## src/rtl/kp_scanner.sv

```systemverilog
// 4x4 keypad scanner: column scan, row synchronizer, press/release debounce, key-valid strobe.
// Optional build macro KP_HEX_MAP_EN maps {row,col} to the hex keypad legend instead of the raw code.
module kp_scanner #(
  parameter int SCAN_DIV = 1000,
  parameter int DB_CNT   = 20000
) (
  input  logic       clk,
  input  logic       rst_n,
  input  logic [3:0] row,
  output logic [3:0] col,
  output logic [3:0] key,
  output logic       ena
);

  localparam int DIV_W = $clog2(SCAN_DIV);
  localparam int DB_W  = $clog2(DB_CNT);
  localparam logic [DIV_W-1:0] DIV_LAST = DIV_W'(SCAN_DIV - 1);
  localparam logic [DB_W-1:0]  DB_LAST  = DB_W'(DB_CNT - 1);

  typedef enum logic [1:0] {SCAN, PRESS_DB, HELD, REL_DB} state_t;

  state_t           state_q, state_d;
  logic [1:0]       rst_sync_q;
  logic             arst_n;
  logic [3:0]       rs_meta_q, rs_q;
  logic [DIV_W-1:0] div_q, div_d;
  logic [DB_W-1:0]  db_q, db_d;
  logic [3:0]       col_q, col_d;
  logic [3:0]       cap_q, cap_d;
  logic [1:0]       caprow_q, caprow_d;
  logic [3:0]       key_q, key_d;
  logic             ena_q, ena_d;

  function automatic logic [1:0] low_idx(input logic [3:0] v);
    if (!v[0])      return 2'd0;
    else if (!v[1]) return 2'd1;
    else if (!v[2]) return 2'd2;
    else            return 2'd3;
  endfunction

  function automatic logic [3:0] rot_col(input logic [3:0] c);
    return {c[2:0], c[3]};
  endfunction

`ifdef KP_HEX_MAP_EN
  function automatic logic [3:0] key_code(input logic [1:0] r, input logic [1:0] c);
    case ({r, c})
      4'h0: return 4'h1;
      4'h1: return 4'h2;
      4'h2: return 4'h3;
      4'h3: return 4'hA;
      4'h4: return 4'h4;
      4'h5: return 4'h5;
      4'h6: return 4'h6;
      4'h7: return 4'hB;
      4'h8: return 4'h7;
      4'h9: return 4'h8;
      4'hA: return 4'h9;
      4'hB: return 4'hC;
      4'hC: return 4'hE;
      4'hD: return 4'h0;
      4'hE: return 4'hF;
      default: return 4'hD;
    endcase
  endfunction
`else
  function automatic logic [3:0] key_code(input logic [1:0] r, input logic [1:0] c);
    return {r, c};
  endfunction
`endif

  // Reset asserts asynchronously but releases two clocks after rst_n rises.
  always_ff @(posedge clk or negedge rst_n) begin
    if (!rst_n) rst_sync_q <= 2'b00;
    else        rst_sync_q <= {rst_sync_q[0], 1'b1};
  end
  assign arst_n = rst_sync_q[1];

  always_ff @(posedge clk or negedge arst_n) begin
    if (!arst_n) begin
      state_q   <= SCAN;
      rs_meta_q <= 4'hF;
      rs_q      <= 4'hF;
      div_q     <= '0;
      db_q      <= '0;
      col_q     <= 4'b1110;
      cap_q     <= 4'hF;
      caprow_q  <= 2'd0;
      key_q     <= 4'h0;
      ena_q     <= 1'b0;
    end else begin
      state_q   <= state_d;
      rs_meta_q <= row;
      rs_q      <= rs_meta_q;
      div_q     <= div_d;
      db_q      <= db_d;
      col_q     <= col_d;
      cap_q     <= cap_d;
      caprow_q  <= caprow_d;
      key_q     <= key_d;
      ena_q     <= ena_d;
    end
  end

  always_comb begin
    state_d = state_q;
    case (state_q)
      SCAN:     if (div_q == DIV_LAST && rs_q != 4'hF) state_d = PRESS_DB;
      PRESS_DB: if (rs_q != cap_q)                     state_d = SCAN;
                else if (db_q == DB_LAST)              state_d = HELD;
      HELD:     if (rs_q == 4'hF)                      state_d = REL_DB;
      REL_DB:   if (rs_q != 4'hF)                      state_d = HELD;
                else if (db_q == DB_LAST)              state_d = SCAN;
      default:                                         state_d = SCAN;
    endcase
  end

  // Counters clear on every entry and stop at their terminal value, so they never wrap.
  always_comb begin
    div_d    = div_q;
    db_d     = db_q;
    col_d    = col_q;
    cap_d    = cap_q;
    caprow_d = caprow_q;
    key_d    = key_q;
    ena_d    = ena_q;
    case (state_q)
      SCAN: begin
        if (div_q == DIV_LAST) begin
          div_d = '0;
          if (rs_q != 4'hF) begin
            cap_d    = rs_q;
            caprow_d = low_idx(rs_q);
            db_d     = '0;
          end else begin
            col_d = rot_col(col_q);
          end
        end else begin
          div_d = div_q + 1'b1;
        end
      end
      PRESS_DB: begin
        if (rs_q != cap_q) begin
          col_d = rot_col(col_q);
          div_d = '0;
        end else if (db_q == DB_LAST) begin
          key_d = key_code(caprow_q, low_idx(col_q));
          ena_d = 1'b1;
        end else begin
          db_d = db_q + 1'b1;
        end
      end
      HELD: begin
        if (rs_q == 4'hF) db_d = '0;
      end
      REL_DB: begin
        if (rs_q == 4'hF) begin
          if (db_q == DB_LAST) begin
            ena_d = 1'b0;
            col_d = rot_col(col_q);
            div_d = '0;
          end else begin
            db_d = db_q + 1'b1;
          end
        end
      end
      default: ;
    endcase
  end

  assign col = col_q;
  assign key = key_q;
  assign ena = ena_q;

endmodule

```

## config.mk

```make
export PLATFORM = sky130hd
export DESIGN_NAME = kp_scanner
export DESIGN_NICKNAME = d
export VERILOG_FILES = /design/src/rtl/kp_scanner.sv
export SDC_FILE = /design/constraint.sdc
export NUM_CORES = 1
export LEC_CHECK = 0
export CAP_MARGIN = 20
export CORE_MARGIN = 2
export CORE_UTILIZATION = 45
export CTS_CLUSTER_DIAMETER = 100
export DETAILED_ROUTE_END_ITERATION = 10
export PLACE_DENSITY = 0.6
export SYNTH_ARGS = -nofsm -noshare
export SYNTH_HDL_FRONTEND = slang
export SYNTH_SLANG_ARGS = --single-unit
```

## constraint.sdc

```tcl
create_clock -name clk -period 2.3 [get_ports clk]
set_clock_uncertainty 0.05 [all_clocks]
set_input_delay 0.23 -clock clk [delete_from_list [all_inputs] [get_ports clk]]
set_output_delay 0.23 -clock clk [all_outputs]
set_load 0.01 [all_outputs]
```

### Word level (Yosys, flattened, before mapping)

Index checks and enable logic that the tools add are counted.

* flip-flop bits (word level): 52
* output and inout bits: 9
* word-level logic and storage cells: 81

* add/sub/neg operators: 2
* equal/unequal tests: 20
* muxes and demuxes: 36
* bitwise logic cells: 1
* reductions and logical operators: 11

Operator list (count)
* 15-bit 2-to-1 mux: 6
* 15-bit case mux with 4 select lines: 1
* 10-bit 2-to-1 mux: 4
* 10-bit case mux with 3 select lines: 1
* 2-bit 2-to-1 mux: 10
* 4-bit 2-to-1 mux: 5
* 2-bit inequality test (second input constant): 10
* 15-bit by 1-bit adder with 15-bit output (second input constant): 1
* 15-bit equality test (second input constant): 1
* 4-bit case mux with 3 select lines: 1
* 10-bit by 1-bit adder with 10-bit output (second input constant): 1
* 10-bit equality test (second input constant): 1
* 5-bit AND reduction: 2
* 2-bit case mux with 4 select lines: 1
* 4-bit AND reduction: 2
* 1-bit 2-to-1 mux: 6
* 3-bit inequality test (second input constant): 2
* 3-bit AND reduction: 2
* 6-bit AND reduction: 1
* 2-bit equality test (second input constant): 2
* 4-bit equality test (second input constant): 1
* 4-bit inequality test: 1
* 4-bit inequality test (second input constant): 1
* 3-bit nonzero test: 1
* 6 further kinds: 6

### Longest topological paths before layout

* depth after elaboration: 4
* depth in mapped cells: 7
* depth with buffers taken out: 6

### Worst setup path before layout

OpenSTA, ideal clock, no wires.

* kind: register to register
* from: register db_q[12]
* to: register key_q[2] (netlist: key[2])
* setup time: 0.125 ns
* arrival: 2.191 ns
* data required time: 2.125 ns
* path slack: -0.066 ns
* stages on the path, launching flop included: 6
* buffers on the path: 1
* clock period less this slack: 2.366 ns
* path through: dfrtp_1 -> or4b_1 -> or4_4 -> or3_1 -> buf_2 -> mux2_4

* word-level cells in the longest chain between the ends: 2

RTL lines
* start, declared: RTL line 27 `logic [DB_W-1:0] db_q, db_d;`
* start signal, assigned: RTL line 85 `db_q <= '0;`
* start signal, assigned: RTL line 96 `db_q <= db_d;`
* 15-bit equality test: RTL line 146 `end else if (db_q == DB_LAST) begin`
* 3-bit AND reduction (no source line)
* end signal, assigned: RTL line 100 `key_q <= key_d;`
* end, declared: RTL line 31 `logic [3:0] key_q, key_d;`

No other way between the ends.
A chain may end at the register's enable or synchronous reset.

### Worst setup path after layout

* from: register db_q[7]
* to: register key_q[2] (netlist: key[2])

Same word-level chain as after synthesis.

==> metrics.cfg <==
[logic_synthesis]
synthSimpleGateAreaFrac_pct=18.5
synth-edff-count=0
ys_ff_latch=52
synthMuxAreaShare_pct=5.98
ys_warn_count=0
synth_compound_area_share_pct=17.7
syn_inst=245
synth_fp_nets=253
synth_cell_type_count=44
synth-xor-area-share_pct=1.41
synthesis.area_mm2=0.00249
synthAdderAreaFrac_pct=1.00
ys_seq_area_share_pct=53.0
synth.avg_cell_area_um2=10.2
synth_top_family_by_area=simple AND/OR/NAND/NOR gates
synth_top_flop_cell=dfrtp_1
async_flop_share_pct=100

[power_and_ir_drop]
switchingPower_mw=0.345
seqPwrFrac_pct=62.5
powerDensity_mw_per_mm2=495
p_int_mw=1.16
power_frac_clock_pct=35.5
p_leak_nw=1.29
ir_worst_vdd_v=0.000423
swShare_pct=22.9
p_comb_share_pct=2.0

[grt]
grt_pass1_wl_um=9250
gr-total-overflow=0
antenna_found_initial=0
globalRouteTotalUtil_pct=19.0
top_usage_layer=met2
grtUsageMet2_pct=31.2
use_met3_pct=3.79
use_met1_pct=25.9
grt_max_degree=33
grt_pass1_vias=1962

[clocking]
htree_num_levels=2
cts.sinks=52
clock_latency_ns=0.31
postCtsHoldBufs=0
cts_tree=done
clk_path_buf_depth=2
clkTransAtPathRegs_ns=0.10
root_buffer=clkbuf_8
cts_inserted_buffers=5

[die]
pin_count=15
coreArea_mm2=0.00544
start_util_pct=45.8
die_height_um=78.4
die_w_um=78.4
dieArea_mm2=0.00615
rows=27

[place]
dp_hpwl_um=3830
port_buffers=14
dp_cells=351
gp_congestion=0.822
pre_cts_ws_ns=-0.0752

[timing]
fin_crit_sh_pct=101
worst_pin_slew_ns=0.481
rsz0062_at_grt=true
finalMaxSlewViolations=0
period_needed_ns=2.32
setup_viol=2
max_freq_mhz=432
slew_headroom_pct=67.5
finalSetupTns_ns=-0.0331
hold_viol=0
fin_ws_ns=-0.0175

[worst_setup_path]
worstPathRequired_ns=2.45
cp-end-kind=flop
timing.rr.end=key[2]
crit_path_start_kind=flop
crit_type=reg2reg
crit_fanout=3
crit_arrival_ns=2.47
r2r_cells=4
reg2reg_from=db_q[7]
rrSetupSlack_ns=-0.02

[detailed_routing]
dr.pass1.iters=4
drtIter0Drc=130
ant_nets=0
wl_per_cell_um=14.8
wirelength_um=5340
vias=2015
vias_per_cell=5.60
drc_errors=0

[run_status]
violations=setup timing
status=finished, violations left

[final_layout]
mostFrequentLayoutCell=dfrtp_1
postLayoutCoreUtil_pct=56.0
layout_common_cells=36 x dfrtp_1, 28 x buf_4, 27 x nand2_1
multi_input_area_mm2=0.00115
seq_area_mm2=0.00132
final_cells=360
nets=295
drive_gt1_share_pct=24.7
fillers=506
n_antenna_cell=0
area_delta_synth_final_pct=22.4

[hold_path]
hp-class=in2async

[job]
drv_cap=0

==> sequential cells by signal (all words and copies together), names as in the netlist <==
signal      cells
db_q           15
key             4
ena             1
rst_sync_q      2
rs_q            4
col             4
div_q          10
caprow_q        2
cap_q           4
state_q         2
rs_meta_q       4
==> synthesized netlist by cell type (2+ instances only) <==
cell | number | share of area (%)
dfrtp_1 | 37 | 37
nand2_1 | 27 | 4.1
o21ai_0 | 23 | 4.6
a21oi_1 | 16 | 3.2
dfstp_2 | 15 | 16
nor2_1 | 13 | 2.0
nand3_1 | 12 | 2.4
a31oi_1 | 9 | 2.3
nand4_1 | 8 | 2.0
clkbuf_1 | 7 | 1.1
inv_1 | 7 | 1.1
mux2_2 | 7 | 3.2
a41oi_1 | 4 | 1.4
and3_1 | 4 | 1.0
mux2i_1 | 4 | 1.6
o21a_1 | 4 | 1.2
xnor2_1 | 4 | 1.4
and4_1 | 3 | 1.1
nor3_1 | 3 | 0.60
nor4_1 | 3 | 0.75
nor4bb_1 | 3 | 1.2
o31ai_1 | 3 | 0.90
a211o_1 | 2 | 0.70
ha_1 | 2 | 1.0
mux2_4 | 2 | 1.2
o21ai_1 | 2 | 0.40
o2bb2ai_1 | 2 | 0.70
or3_1 | 2 | 0.50
or4b_1 | 2 | 0.80
==> critical path, cell delays in order, from the launching register on <==
cell	delay [ns]
dfrtp_1	0.39
or4b_4	0.55
or4_4	0.53
or3_4	0.38
mux2_4	0.30
==> layout make-up <==
type                       count  area share [%]
timing repair buffer          43            12.2
multi-input combinational    178            37.7
clock inverter                 3           0.739
tap                           72            2.96
inverter                       7           0.862
clock buffer                   5            2.26
sequential                    52            43.3
==> per-stage QoR <==
stage,hold WS [ns],instance area (µm²),power [mW]
floorplan,-0.116,2490,0.969
detailed placement,0.180,2910,0.991
finish,0.0242,3050,1.51
global route,0.0145,3050,1.57
CTS,0.0124,3020,1.52
global placement,0.180,2910,0.991
==> cells by family (layout without fill, tap and decap cells) <==
logic type / Yosys count / after routing
AOI/OAI and AO/OA: 72 / 72
xor gates and xnor gates: 4 / 4
adders and majority gates: 2 / 2
buffers and inverters: 15 / 58
DFF: 52 / 52
muxes: 13 / 13
other: 1 / 1
and+or+nand+nor: 86 / 86
==> how the worst max path moves through the flow <==
stage               end  cells after the start  slack [ns]  startpoint
6_report         key[2]                      4       -0.02     db_q[7]
5_1_grt          key[2]                      4       -0.04     db_q[7]
4_1_cts          key[2]                      4        0.01     db_q[8]
3_5_place_dp   div_q[4]                      5       -0.08    db_q[13]
3_3_place_gp   div_q[4]                      5       -0.03    db_q[13]
2_1_floorplan    key[2]                      5       -0.04    db_q[13]
==> power groups by stage <==
stage	Clock (mW)	Combinational (mW)	Sequential (mW)
after floorplan	0	0.00601	0.963
after global placement	0	0.0308	0.960
after detailed placement	0	0.0308	0.960
after CTS	0.550	0.0310	0.943
after global routing	0.586	0.0344	0.945
final	0.536	0.0304	0.942
==> layer usage <==
metal,part of all wire [%],vias up
li1,-,1001
met1,49,973
met2,47,35
met3,2.9,6
met4,1.1,0
met5,0,-
==> timing repair <==
item                       in CTS  in global routing
setup endpoints to repair       6                 13
pin swaps                       2                  3
gates resized for setup         4                  6
buffers inserted                0                  1
gates cloned                    0                  0
Note: power is estimated with default switching activity, not from simulation.
